==> src/rtl/uart_pkg.sv <==
// Shared definitions for the UART transmit path: data width and TX FSM state encoding.
package uart_pkg;

    localparam int UART_DATA_W = 8;

    typedef enum logic [1:0] {
        IDLE = 2'd0,
        STRT = 2'd1,
        ACK  = 2'd2,
        DONE = 2'd3
    } uart_tx_state_e;

endpackage

==> src/rtl/uart_fifo_mem.sv <==
// Byte FIFO storage for the UART transmit buffer: RAM, wrap-bit pointers and FULL/EMPTY decode.
module uart_fifo_mem
    import uart_pkg::*;
#(
    parameter int DEPTH = 16
) (
    input  logic                   i_clk,
    input  logic                   i_rst_n,
    input  logic                   i_push,
    input  logic [UART_DATA_W-1:0] i_wr_data,
    input  logic                   i_pop,
    output logic [UART_DATA_W-1:0] o_rd_data,
    output logic                   o_full,
    output logic                   o_empty
);

    localparam int AW = $clog2(DEPTH);

    logic [UART_DATA_W-1:0] r_mem [DEPTH];
    logic [AW:0]            r_wr_ptr;
    logic [AW:0]            r_rd_ptr;
    logic                   w_push;
    logic                   w_pop;

    // The extra MSB separates "all entries used" from "none used" when addresses match.
    assign o_empty   = (r_wr_ptr == r_rd_ptr);
    assign o_full    = (r_wr_ptr[AW-1:0] == r_rd_ptr[AW-1:0]) && (r_wr_ptr[AW] != r_rd_ptr[AW]);
    assign w_push    = i_push && !o_full;
    assign w_pop     = i_pop && !o_empty;
    assign o_rd_data = r_mem[r_rd_ptr[AW-1:0]];

    // RAM write port; contents are not reset so the array maps onto plain memory.
    always_ff @(posedge i_clk) begin
        if (w_push) begin
            r_mem[r_wr_ptr[AW-1:0]] <= i_wr_data;
        end
    end

    // Write and read pointers, wrapping modulo 2^(AW+1).
    always_ff @(posedge i_clk or negedge i_rst_n) begin
        if (!i_rst_n) begin
            r_wr_ptr <= {(AW+1){1'b0}};
            r_rd_ptr <= {(AW+1){1'b0}};
        end else begin
            if (w_push) begin
                r_wr_ptr <= r_wr_ptr + {{AW{1'b0}}, 1'b1};
            end else begin
                r_wr_ptr <= r_wr_ptr;
            end
            if (w_pop) begin
                r_rd_ptr <= r_rd_ptr + {{AW{1'b0}}, 1'b1};
            end else begin
                r_rd_ptr <= r_rd_ptr;
            end
        end
    end

endmodule

==> src/rtl/uart_tx_fifo.sv <==
// Transmit FIFO feeding the UART START/DATA_TX/READY_TX handshake.
// Optional sticky overflow flag (o_ovf/i_ovf_clr) enabled by macro UART_TX_FIFO_OVF_EN.
module uart_tx_fifo
    import uart_pkg::*;
#(
    parameter int DEPTH = 16
) (
    input  logic                   i_clk,
    input  logic                   i_rst_n,
    input  logic                   i_wr_en,
    input  logic [UART_DATA_W-1:0] i_wr_data,
    output logic                   o_full,
    output logic                   o_empty,
    input  logic                   i_uart_ready_tx,
    output logic                   o_uart_start,
    output logic [UART_DATA_W-1:0] o_uart_data_tx,
`ifdef UART_TX_FIFO_OVF_EN
    output logic                   o_ovf,
    input  logic                   i_ovf_clr,
`endif
    output logic                   o_busy
);

    uart_tx_state_e         r_state;
    uart_tx_state_e         w_state_nxt;
    logic                   w_load;
    logic                   w_start_nxt;
    logic                   r_start;
    logic [UART_DATA_W-1:0] r_data_tx;
    logic [UART_DATA_W-1:0] w_rd_data;
    logic                   w_full;
    logic                   w_empty;

    uart_fifo_mem #(
        .DEPTH (DEPTH)
    ) u_mem (
        .i_clk     (i_clk),
        .i_rst_n   (i_rst_n),
        .i_push    (i_wr_en),
        .i_wr_data (i_wr_data),
        .i_pop     (w_load),
        .o_rd_data (w_rd_data),
        .o_full    (w_full),
        .o_empty   (w_empty)
    );

    // Next-state decode; the pop and the DATA_TX load share the IDLE->STRT transition.
    always_comb begin
        w_state_nxt = r_state;
        w_load      = 1'b0;
        w_start_nxt = 1'b0;
        case (r_state)
            IDLE: begin
                if (!w_empty && i_uart_ready_tx) begin
                    w_load      = 1'b1;
                    w_start_nxt = 1'b1;
                    w_state_nxt = STRT;
                end else begin
                    w_state_nxt = IDLE;
                end
            end
            STRT: begin
                w_state_nxt = ACK;
            end
            ACK: begin
                if (!i_uart_ready_tx) begin
                    w_state_nxt = DONE;
                end else begin
                    w_state_nxt = ACK;
                end
            end
            DONE: begin
                if (i_uart_ready_tx) begin
                    w_state_nxt = IDLE;
                end else begin
                    w_state_nxt = DONE;
                end
            end
            default: begin
                w_state_nxt = IDLE;
            end
        endcase
    end

    // FSM state, START pulse and held transmit byte.
    always_ff @(posedge i_clk or negedge i_rst_n) begin
        if (!i_rst_n) begin
            r_state   <= IDLE;
            r_start   <= 1'b0;
            r_data_tx <= {UART_DATA_W{1'b0}};
        end else begin
            r_state <= w_state_nxt;
            r_start <= w_start_nxt;
            if (w_load) begin
                r_data_tx <= w_rd_data;
            end else begin
                r_data_tx <= r_data_tx;
            end
        end
    end

    assign o_full         = w_full;
    assign o_empty        = w_empty;
    assign o_uart_start   = r_start;
    assign o_uart_data_tx = r_data_tx;
    assign o_busy         = (r_state != IDLE) || !w_empty;

`ifdef UART_TX_FIFO_OVF_EN
    logic r_ovf;

    // Sticky overflow: a dropped push in the same cycle as a clear keeps the flag set.
    always_ff @(posedge i_clk or negedge i_rst_n) begin
        if (!i_rst_n) begin
            r_ovf <= 1'b0;
        end else if (i_wr_en && w_full) begin
            r_ovf <= 1'b1;
        end else if (i_ovf_clr) begin
            r_ovf <= 1'b0;
        end else begin
            r_ovf <= r_ovf;
        end
    end

    assign o_ovf = r_ovf;
`endif

endmodule
==> config.mk <==
export PLATFORM = sky130hd
export DESIGN_NAME = uart_tx_fifo
export DESIGN_NICKNAME = d
export VERILOG_FILES = /design/src/rtl/uart_pkg.sv /design/src/rtl/uart_fifo_mem.sv /design/src/rtl/uart_tx_fifo.sv
export SDC_FILE = /design/constraint.sdc
export NUM_CORES = 1
export LEC_CHECK = 0
export BUFFER_PORTS_ARGS = -buffer_cell sky130_fd_sc_hd__buf_2
export CAP_MARGIN = 20
export CELL_PAD_IN_SITES_DETAIL_PLACEMENT = 1
export CELL_PAD_IN_SITES_GLOBAL_PLACEMENT = 1
export CORE_MARGIN = 4
export CORE_UTILIZATION = 54
export CTS_BUF_LIST = sky130_fd_sc_hd__clkbuf_4 sky130_fd_sc_hd__clkbuf_8 sky130_fd_sc_hd__clkbuf_16
export CTS_CLUSTER_DIAMETER = 120
export DETAILED_ROUTE_END_ITERATION = 16
export GPL_TIMING_DRIVEN = 0
export PLACE_DENSITY = 0.87
export SETUP_SLACK_MARGIN = 0.2
export SYNTH_ARGS = -nofsm -noshare
export SYNTH_HDL_FRONTEND = slang
export SYNTH_SLANG_ARGS = --single-unit
export TNS_END_PERCENT = 5
==> constraint.sdc <==
create_clock -name i_clk -period 3.51 [get_ports i_clk]
set_input_delay 0.702 -clock i_clk [delete_from_list [all_inputs] [get_ports i_clk]]
set_output_delay 0.702 -clock i_clk [all_outputs]
set_load 0.01 [all_outputs]
# Word level (Yosys, flattened, before mapping)
# Memories as Yosys holds them, arrays and structs flattened. A register that Yosys moved wholly into a read port is not among the register bits.
# Index checks and enable logic that the tools add are counted.
[totals]
out_inout_bits = 12
inputBits = 12
word_cells = 31
romBits = 0
mem_bits_rw = 128
memories = 1
latchBits = 0
register_bits = 13
[op_classes]
reduce_logical = 10
order_cmp = 0
n_shift = 0
add_sub_neg = 2
n_div = 0
n_eq_ne = 6
bitwise = 0
muxes = 8
n_mul = 0
[memory_table]
columns = ["name", "depth", "word_bits", "rd", "rd_ports_with_merged_regs", "write_ports", "line_no", "text"]
rows = [
  ["u_mem.r_mem", 16, 8, 1, 1, 1, "uart_fifo_mem.sv:19", "logic [UART_DATA_W-1:0] r_mem [DEPTH];"],
]
[ops]
columns = ["op", "n"]
rows = [
  ["adder 5 x 1 -> 5 bit, second input constant", 2],
  ["one-hot mux 2 bit (4 select lines)", 1],
  ["2-to-1 mux 1 bit", 6],
  ["== test 5 bit", 1],
  ["== test 2 bit, second input constant", 2],
  ["== test 4 bit", 1],
  ["logical AND 1 bit", 4],
  ["zero test 1 bit", 3],
  ["== test 2 x 1 -> 1 bit, second input constant", 1],
  ["zero test 2 bit", 1],
  ["2-to-1 mux 2 bit", 1],
  ["nonzero test 2 bit", 1],
  ["logical OR 1 bit", 1],
  ["inequality test 1 bit", 1],
]

# Depth between registers and ports, before layout
# Gate-level depths: netlist (run 1).
[depth]
depth_word = 6
depth_mapped = 7
ltp_nobuf = 4

# Hierarchy
# A second synthesis (run 1) with hierarchy kept.
[unflattened]
cells_unflattened = 304
hier_area_um2 = 6008.3
[by_module_without_submodules]
columns = ["module", "cells_each", "area_per_inst_um2", "n_inst", "seq_area_each_um2"]
rows = [
  ["uart_fifo_mem", 277, 5585.4, 1, 4093.9],
  ["uart_tx_fifo", 27, 422.9, 1, 275.3],
]

# Worst setup path before layout (run 1)
# No wires, ideal clock.
[synth_path]
path_kind = "reg-to-reg"
from = "reg u_mem.r_rd_ptr[0]"
to = "mem u_mem.r_mem[0][0] (enable)"
synth_period_minus_slack_ns = 2.432
arrival_time_ns = 2.034
setup_time_ns = 0.398
setup_slack_ns = 1.078
path_buffers = 2
required_time_ns = 3.112
stages_incl_launch_ff = 7
path_cell_list = "dfrtp_1 > buf_6 > xnor2_1 > nand4_1 > buf_2 > o21ai_1 > nor4b_1"
[synth_between]
elab_chain_len = 6
[synth_lines]
columns = ["item", "line_no", "text"]
rows = [
  ["from (decl)", "uart_fifo_mem.sv:21", "logic [AW:0] r_rd_ptr;"],
  ["from (signal assigned)", "uart_fifo_mem.sv:43", "r_rd_ptr <= {(AW+1){1'b0}};"],
  ["from (signal assigned)", "uart_fifo_mem.sv:51", "r_rd_ptr <= r_rd_ptr + {{AW{1'b0}}, 1'b1};"],
  ["from (signal assigned)", "uart_fifo_mem.sv:53", "r_rd_ptr <= r_rd_ptr;"],
  ["== test 4 bit", "uart_fifo_mem.sv:27", "assign o_full = (r_wr_ptr[AW-1:0] == r_rd_ptr[AW-1:0]) && (r_wr_ptr[AW] != r_rd_ptr[AW]);"],
  ["logical AND 1 bit", "uart_fifo_mem.sv:27", ""],
  ["zero test 1 bit", "uart_fifo_mem.sv:28", "assign w_push = i_push && !o_full;"],
  ["logical AND 1 bit", "uart_fifo_mem.sv:28", ""],
  ["2-to-1 mux 1 bit", "uart_fifo_mem.sv:34", "if (w_push) begin"],
  ["2-to-1 mux 1 bit (implied by the code)", "uart_fifo_mem.sv:35", "r_mem[r_wr_ptr[AW-1:0]] <= i_wr_data;"],
  ["to (decl)", "uart_fifo_mem.sv:19", ""],
]
# No other way between the ends.

# Worst setup path after layout (run 1)
[layout_path]
from = "reg u_mem.r_rd_ptr[1]"
to = "out o_busy"
[layout_between]
elab_chain_len = 3
[layout_lines]
columns = ["item", "line_no", "text"]
rows = [
  ["== test 5 bit", "uart_fifo_mem.sv:26", "assign o_empty = (r_wr_ptr == r_rd_ptr);"],
  ["zero test 1 bit", "uart_tx_fifo.sv:106", "assign o_busy = (r_state != IDLE) || !w_empty;"],
  ["logical OR 1 bit", "uart_tx_fifo.sv:106", ""],
  ["to (decl)", "uart_tx_fifo.sv:21", "output logic o_busy"],
]
# No other way between the ends.

==> results of run 1 <==
==> cell families (layout without fill, tap and decap cells) <==
logic type,Yosys count,count (layout),share of synthesized area
XOR/XNOR,14,14,0.0205
AND/OR/NAND/NOR,39,39,0.0428
multiplexers,42,42,0.141
buffers and inverters,24,83,0.0250
flip-flops,149,149,0.729
AO/OA/AOI/OAI,26,26,0.0315
adder cells (fa/ha/maj),5,5,0.0104
==> power by group through the flow <==
| stage | sequential (mW) | clock (mW) | combinational [mW] |
|---|---|---|---|
| after CTS | 2.31 | 1.79 | 1.78 |
| after floorplan | 2.33 | 0 | 1.19 |
| after global placement | 2.32 | 0 | 1.62 |
| after global routing | 2.33 | 1.89 | 1.91 |
| after detailed placement | 2.34 | 0 | 1.76 |
| final | 2.31 | 1.76 | 1.75 |
==> metal layers <==
| layer | vias to the layer above | track usage |
|---|---|---|
| met1 | 1591 | 0.304 |
| met4 | 0 | 0.103 |
| met3 | 28 | 0.0578 |
| li1 | 1316 | - |
| met5 | - | 0 |
| met2 | 84 | 0.374 |
==> worst max-delay path: stages (launching register included) <==
cell and delay [ns]:
dfrtp_1 0.39, buf_4 0.19, xnor2_1 0.17, nand4_1 0.13
buf_2 0.21, nor2_1 0.17, nand2_1 0.10, buf_2 0.16
==> layout make-up <==
type / instances / area, um^2
flip-flops and latches: 149 / 4370
fillers: 917 / 3930
multi-input cells: 126 / 1500
clock buffers: 20 / 437
well taps: 140 / 175
repair buffers: 27 / 145
clock inverters: 12 / 136
plain buffers: 19 / 131
inverters: 5 / 18.8
==> registers in the layout, summed over array words and instances, names as in the netlist <==
name and count:
u_mem.r_mem 128, r_state 2, o_uart_data_tx 8, u_mem.r_wr_ptr 5
u_mem.r_rd_ptr 5, o_uart_start 1
==> worst paths after layout <==
check | from | end | slack, ns | cells past startpoint
setup / recovery | u_mem.r_rd_ptr[1] | o_busy | 0.75 | 7
hold / removal | i_rst_n | u_mem.r_wr_ptr[1] | 0.12 | 1
setup reg to reg | u_mem.r_wr_ptr[2] | u_mem.r_mem[3][1] | 1.01 | 7
hold reg to reg | o_uart_data_tx[0] | o_uart_data_tx[0] | 0.51 | 1
max in group asynchronous | i_rst_n | o_uart_data_tx[4] | 3.04 | 1
min in group i_clk | i_uart_ready_tx | r_state[0] | 0.42 | 2
==> cell usage after synthesis, drive strengths merged <==
cell type and number:
nand2 9, ha 5, and4 3, nor2 5, nor4b 4, and3 4
o21a 1, o2111ai 1, buf 10, edfxtp 128, and2 3, inv 5
mux2 10, dfrtp 21, xnor2 13, nor2b 2, o21ai 3, mux4 32
and4b 8, o211ai 5, a22oi 16, nand4 1, xor2 1, clkbuf 9
==> layout by cell type, fill, tap and decap left out, types with 2 or more instances in the layout <==
master     instances
and4b_1            8
and3_1             4
mux4_2            29
mux2_2             8
clkinv_1           4
nor4b_2            4
buf_2             27
dfrtp_1           21
clkbuf_2           4
nor2_1             5
bufinv_16          3
clkbuf_1           5
o21ai_1            2
clkbuf_16         16
clkbuf_4           3
inv_1              5
clkinv_2           3
ha_1               5
nor2b_1            2
o211ai_1           5
edfxtp_1         128
and4_1             3
and2_1             3
mux2_1             2
nand2_1            9
xnor2_1           13
a22oi_1           16
buf_6              2
buf_4              6
mux4_1             3
==> results.toml, run 1 <==
[power_and_ir_drop]
sw_frac_of_total = 0.301
peakVddDrop_mv = 0.449
p_total_mw = 5.82
leakage_nw = 2.44
combinationalPowerShare = 0.301
p_clk_frac = 0.302
power.switching_mw = 1.75
p_int_mw = 4.07
p_seq_frac = 0.396
p_per_area_mw_per_mm2 = 842

[clock_network]
cts_tree = "done"
root_buffer = "clkbuf_8"
post_cts.repair.setup_buffers = 0
postCtsHoldBufs = 0
clk_pin_slew_ns = 0.06
clock_latency_ns = 0.54
h-tree-depth = 4
cts.sinks = 149
cts-resized-gates = 0
clk_path_buf_depth = 2
numCtsBuffers = 17

[cells_and_area]
synthToLayoutAreaGrowth_pct = 15.3
num_antenna_cells = 0
drive_above_1_share = 0.307
finalNetCount = 362
fin_util = 0.638
instances_no_fill = 498
stdcell_area_mm2 = 0.00691

[synthesis]
syn_inst = 299
ys_top_cells_by_area = "edfxtp_1 64%, mux4_2 11%, dfrtp_1 8.8%"
synth.distinct_cells = 32
ys_seq_area_frac = 0.729
netlist_area_mm2 = 0.00599
synth_nets = 316
synthDominantCellAreaShare = 0.641
yosys_warnings = 0
synth_seq_cells = 149
yosysTopAreaCell = "edfxtp_1"
avgSynthCellArea_um2 = 20.0

[sta]
relSlewSlack = 0.451
setup_tns_ns = 0
whs_ns = 0.123
hold_viol_final = 0
finalWorstSetupSlack_ns = 0.752
slew_violations = 0
rsz0062_at_grt = "no"
tightest_slew_ns = 0.823
final.min_clock_period_ns = 2.76
fmax_mhz = 363
setup_viol = 0
timing.final.crit_share = 0.786
fin_skew_ns = 0.0122

[global_route]
antenna_found_initial = 0
grt_max_degree = 22
grtUsageTotal = 0.233
grt_pass1_wl_um = 21100
grt_pass1_vias = 3411
globalRoute.totalOverflow = 0

[worst_setup_path]
crit_path_start_kind = "flip-flop"
timing_worst_setup_path_type = "flip-flop to output port"
cp.required_ns = 2.81
end_kind = "output port"
crit_path_max_fanout = 10
cp.arrival_ns = 2.06

[floorplan]
core_area_mm2 = 0.0108
initial_core_util = 0.553
io_pins = 24
num_rows = 38
die_h_um = 113
die_area_mm2 = 0.0129
die_w_um = 113

[detailed_routing]
wl_met2_um = 6990
vias = 3019
routedWlPerCell_um = 26.9
wl_um = 13400
drt-met1-wl_um = 5450
viasPerCell = 6.06
firstDrtPassIters = 4
drc = 0
met3WireLength_um = 587
final_antenna_net_count = 0
top_layer = "met4"
dr.first_iter.drc_count = 283

[placed_design]
numPortBuffers = 23
place.gp.congestion = 0.743
dp_hpwl_um = 8960
placed_cells = 466
place_area_mm2 = 0.00634
dp_slack_ns = 1.03

[outcome]
status = "completed"

[job]
maxCapViolations = 0

[min_path]
holdCritPathClass = "primary input to async pin"
(Power assumes the default switching activity.)
==> run 2, diff against run 1 <==
--- a/config.mk
+++ b/config.mk
@@ -10,12 +10,12 @@
 export CELL_PAD_IN_SITES_DETAIL_PLACEMENT = 1
 export CELL_PAD_IN_SITES_GLOBAL_PLACEMENT = 1
 export CORE_MARGIN = 4
-export CORE_UTILIZATION = 54
+export CORE_UTILIZATION = 48
 export CTS_BUF_LIST = sky130_fd_sc_hd__clkbuf_4 sky130_fd_sc_hd__clkbuf_8 sky130_fd_sc_hd__clkbuf_16
 export CTS_CLUSTER_DIAMETER = 120
 export DETAILED_ROUTE_END_ITERATION = 16
 export GPL_TIMING_DRIVEN = 0
-export PLACE_DENSITY = 0.87
+export PLACE_DENSITY = 0.82
 export SETUP_SLACK_MARGIN = 0.2
 export SYNTH_ARGS = -nofsm -noshare
 export SYNTH_HDL_FRONTEND = slang
==> constraint.sdc (replaced) <==
create_clock -name i_clk -period 2.38 [get_ports i_clk]
set_input_delay 0.476 -clock i_clk [delete_from_list [all_inputs] [get_ports i_clk]]
set_output_delay 0.476 -clock i_clk [all_outputs]
set_load 0.01 [all_outputs]
==> results.toml, run 2 (synthesis results as in run 1) <==
[outcome]
status = "completed"

[clock_network]
clk_path_buf_depth = 2
clk_pin_slew_ns = 0.06
clock_latency_ns = 0.43
root_buffer = "clkbuf_16"
h-tree-depth = 4
cts_tree = "done"
numCtsBuffers = 17
cts.sinks = 149

[sta]
relSlewSlack = 0.468
setup_tns_ns = 0
fmax_mhz = 443
slew_violations = 0
tightest_slew_ns = 0.799
fin_skew_ns = 0.00870
hold_viol_final = 0
finalWorstSetupSlack_ns = 0.121
rsz0062_at_grt = "yes"
whs_ns = 0.0309
setup_viol = 0
final.min_clock_period_ns = 2.26
timing.final.crit_share = 0.949

[worst_setup_path]
end_kind = "flip-flop"
r2r-end = "u_mem.r_mem[14][0]"
cp_common_cell = "buf_2"
r2r_cells = 7
cp_cell_sequence = "buf_2 -> xnor2_2 -> nand4_1 -> buf_6 -> o21a_1 -> buf_2 -> and4_2"
cp.arrival_ns = 2.36
critical_path_buf_inv_count = 3
cp_top_family = "simple AND/OR/NAND/NOR gates"
reg2reg_from = "u_mem.r_wr_ptr[2]"
cp.required_ns = 2.48
critPathSlowestCell = "and4_2"
max_stage_delay_ns = 0.46
rrSetupSlack_ns = 0.12
crit_path_start_kind = "flip-flop"
crit_path_max_fanout = 10
timing_worst_setup_path_type = "flip-flop to flip-flop"

[power_and_ir_drop]
p_total_mw = 8.80
p_per_area_mw_per_mm2 = 1230
p_clk_frac = 0.272
sw_frac_of_total = 0.319
power.switching_mw = 2.81
leakage_nw = 2.54
p_seq_frac = 0.388
p_int_mw = 6.00
combinationalPowerShare = 0.340
peakVddDrop_mv = 0.607

[detailed_routing]
wl_um = 13900
viasPerCell = 5.81
dr.first_iter.drc_count = 333
routedWlPerCell_um = 25.7
drc = 0
vias = 3145
firstDrtPassIters = 4
final_antenna_net_count = 0

[global_route]
grtUsageTotal = 0.204
grt_max_degree = 22
globalRoute.totalOverflow = 0
antenna_found_initial = 0
met1_usage = 0.265
grt_pass1_wl_um = 21000
met3_usage = 0.0471
grt_pass1_vias = 3355
grt.busiest_layer = "met2"
grt_use_met2 = 0.333

[floorplan]
core_area_mm2 = 0.0121
io_pins = 24
die_w_um = 120
num_rows = 40
die_area_mm2 = 0.0143
die_h_um = 120
initial_core_util = 0.495

[cells_and_area]
num_antenna_cells = 0
synthToLayoutAreaGrowth_pct = 19.5
finalNetCount = 377
fin_util = 0.591
regArea_mm2 = 0.00437
largest_reg_flops = 128
fill_cells = 1065
final_common_cell = "edfxtp_1"
multi_input_area_mm2 = 0.00160
layout_common_cells = "128 x edfxtp_1, 29 x mux4_2, 26 x buf_2, 21 x dfrtp_1, 18 x buf_4"
drive_above_1_share = 0.394

[placed_design]
numPortBuffers = 23
dp_hpwl_um = 8310
dp_slack_ns = -0.167
place.gp.congestion = 0.759

[min_path]
holdCritPathClass = "primary input to async pin"

[job]
maxCapViolations = 0
-- run 2: cell types whose count changed in the layout (fill, tap and decap cells not counted), moves of 3 or more --
cell	previous run	this run
and4b_2	0	5
buf_4	6	18
bufinv_16	3	0
buf_12	1	4
xnor2_1	13	8
xnor2_2	0	5
and4b_1	8	1
nor4b_2	4	0
clkinvlp_4	1	4
nor4b_4	0	4
clkbuf_1	5	1
-- run 2: worst register-to-register path, stage by stage, from the launching register on --
cell and delay, ns:
dfrtp_1 0.36, buf_2 0.19, xnor2_2 0.15, nand4_1 0.14
buf_6 0.15, o21a_1 0.21, buf_2 0.26, and4_2 0.46
-- run 2: area by class of cell --
cell class | instances | share of cell area
multi-input combinational | 126 | 0.223
buffer | 19 | 0.0224
clock buffer | 18 | 0.0604
sequential | 149 | 0.610
inverter | 5 | 0.00262
timing repair buffer | 42 | 0.0400
tap | 168 | 0.0293
clock inverter | 14 | 0.0124
-- run 2: how the worst max path moves through the flow --
stage | start | end | slack (ns) | cells after the start
4_1_cts | u_mem.r_rd_ptr[0] | o_busy | 0.09 | 7
2_1_floorplan | u_mem.r_rd_ptr[0] | u_mem.r_mem[1][0] | -0.04 | 6
6_report | u_mem.r_wr_ptr[2] | u_mem.r_mem[14][0] | 0.12 | 7
5_1_grt | u_mem.r_wr_ptr[2] | o_busy | 0.002 | 7
3_3_place_gp | u_mem.r_rd_ptr[0] | u_mem.r_mem[2][0] | -0.88 | 6
3_5_place_dp | u_mem.r_rd_ptr[0] | u_mem.r_mem[0][0] | -0.17 | 6
-- run 2: what timing repair did --
item                                    4_1_cts  5_1_grt
endpoints found under the setup margin      118      129
gates cloned                                  0        0
pin swaps                                     2        2
buffers inserted                              2       14
gates resized for setup                      17       22
hold buffers                                  0        0
-- run 2: power by group through the flow --
stage | sequential, mW | clock, mW | combinational, mW
final | 3.42 | 2.39 | 2.99
after global routing | 3.45 | 2.53 | 3.21
after CTS | 3.40 | 2.42 | 2.67
after detailed placement | 3.44 | 0 | 2.55
after global placement | 3.41 | 0 | 2.40
after floorplan | 3.43 | 0 | 1.76
-- run 2: routing by layer --
layer,vias up,wire length [um]
met4,0,289
met2,100,7100
met3,21,569
met1,1681,5930
li1,1343,-
met5,-,0
-- run 2: per-stage QoR --
| step | cell area [um^2] | instances |
|---|---|---|
| floorplan | 6000 | 299 |
| global placement | 6330 | 490 |
| detailed placement | 6370 | 493 |
| CTS | 6970 | 527 |
| global route | 7160 | 541 |
| finish | 7160 | 541 |
==> run 3, diff against run 2 <==
--- a/config.mk
+++ b/config.mk
@@ -9,7 +9,6 @@
 export CAP_MARGIN = 20
 export CELL_PAD_IN_SITES_DETAIL_PLACEMENT = 1
 export CELL_PAD_IN_SITES_GLOBAL_PLACEMENT = 1
-export CORE_MARGIN = 4
 export CORE_UTILIZATION = 48
 export CTS_BUF_LIST = sky130_fd_sc_hd__clkbuf_4 sky130_fd_sc_hd__clkbuf_8 sky130_fd_sc_hd__clkbuf_16
 export CTS_CLUSTER_DIAMETER = 120
==> results.toml, run 3 (synthesis results as in run 1) <==
[placed_design]
place.gp.congestion = 0.707
numPortBuffers = 23
placed_cells = 493
dp_hpwl_um = 8540

[job]
maxCapViolations = 0

[global_route]
grt_pass1_wl_um = 20400
grt_max_degree = 22
globalRoute.totalOverflow = 0
antenna_found_initial = 0
grtUsageTotal = 0.230
grt_pass1_vias = 3287

[worst_setup_path]
critical_path_buf_inv_count = 3
cp_cell_sequence = "buf_6 -> xnor2_1 -> nand4_1 -> buf_6 -> nor2_2 -> nand2_1 -> buf_2"
timing_worst_setup_path_type = "flip-flop to output port"
end_kind = "output port"
rrSetupSlack_ns = 0.17
cp.arrival_ns = 1.77
cp_common_cell = "buf_6"
crit_path_max_fanout = 8
max_stage_delay_ns = 0.39
cp_top_family = "buffers and inverters"
crit_path_start_kind = "flip-flop"
critPathSlowestCell = "dfrtp_1"
cp.required_ns = 1.90

[sta]
setup_viol = 0
fmax_mhz = 444
setup_tns_ns = 0
tightest_slew_ns = 0.724
slew_violations = 0
fin_skew_ns = 0.00968
final.min_clock_period_ns = 2.25
hold_viol_final = 0
rsz0062_at_grt = "yes"
relSlewSlack = 0.515
timing.final.crit_share = 0.946

[floorplan]
initial_core_util = 0.495
die_w_um = 114
die_area_mm2 = 0.0129
num_rows = 40
core_area_mm2 = 0.0121
die_h_um = 114
io_pins = 24

[clock_network]
cts.sinks = 149
cts_tree = "done"
clk_path_buf_depth = 2
clock_latency_ns = 0.43
root_buffer = "clkbuf_16"
numCtsBuffers = 17
clk_pin_slew_ns = 0.07
h-tree-depth = 4

[detailed_routing]
top_layer = "met4"
routedWlPerCell_um = 25.4
drc = 0
met3WireLength_um = 623
vias = 3100
wl_met2_um = 7180
wl_um = 13600
dr.first_iter.drc_count = 330
drt-met1-wl_um = 5560
viasPerCell = 5.78
firstDrtPassIters = 4
final_antenna_net_count = 0

[cells_and_area]
layout_common_cells = "128 x edfxtp_1, 29 x mux4_2, 26 x buf_2, 21 x dfrtp_1, 17 x clkbuf_16"
finalNetCount = 372
fin_util = 0.594
num_antenna_cells = 0
synthToLayoutAreaGrowth_pct = 20.0
largest_reg_flops = 128
final_common_cell = "edfxtp_1"
drive_above_1_share = 0.378
instances_no_fill = 536

[outcome]
status = "completed"

[power_and_ir_drop]
p_per_area_mw_per_mm2 = 1260
peakVddDrop_mv = 0.546
leakage_nw = 2.55
p_total_mw = 9.03

[min_path]
holdCritPathClass = "primary input to async pin"
==> run 3: changes by cell type in the layout (fill, tap and decap cells not counted), moves of 2 or more <==
cell / previous run / this run
bufinv_16: 0 / 4
buf_4: 18 / 15
clkinvlp_4: 4 / 2
clkinv_2: 5 / 0
buf_12: 4 / 1
==> run 3: area by class of cell <==
cell class	instances	area [um^2]
flip-flops and latches	149	4370
clock buffers	19	440
plain buffers	19	154
multi-input cells	126	1590
well taps	168	210
clock inverters	13	181
repair buffers	37	224
inverters	5	18.8
fillers	1069	4920
==> run 3: what timing repair did <==
action	in CTS	in global routing
hold buffers	0	0
pin swaps	3	2
setup endpoints to repair	129	132
gates resized for setup	15	22
setup buffers	4	7
==> run 3: routing by layer <==
layer / vias to the layer above / global-route usage
met2: 106 / 0.373
li1: 1337 / -
met1: 1634 / 0.295
met3: 23 / 0.0537
met4: 0 / 0.106
met5: - / 0
==> run 3: path summary, 6_finish.rpt <==
kind | start | end | cells after the start
min in group i_clk | i_uart_ready_tx | r_state[0] | 2
setup / recovery | u_mem.r_rd_ptr[1] | o_busy | 7
max in group asynchronous | i_rst_n | u_mem.r_rd_ptr[3] | 1
setup reg to reg | u_mem.r_rd_ptr[0] | u_mem.r_mem[11][7] | 7
hold reg to reg | o_uart_data_tx[3] | o_uart_data_tx[3] | 1
hold / removal | i_rst_n | u_mem.r_wr_ptr[0] | 1
==> run 3: per-stage QoR <==
stage                     setup WS, ns  area, um^2  hold WS [ns]
after global routing            0.0337        7190        0.0575
after floorplan                -0.0354        6000         0.180
final                            0.129        7190        0.0323
after CTS                       0.0619        7070        0.0316
after detailed placement        -0.200        6370         0.490
after global placement          -0.905        6330         0.480
==> run 3: power by group <==
part,total (mW),switching [mW],internal [mW],leakage [nW]
combinational,2.80,1.48,1.32,0.841
sequential,3.41,0.179,3.23,1.41
clock,2.82,1.05,1.77,0.297
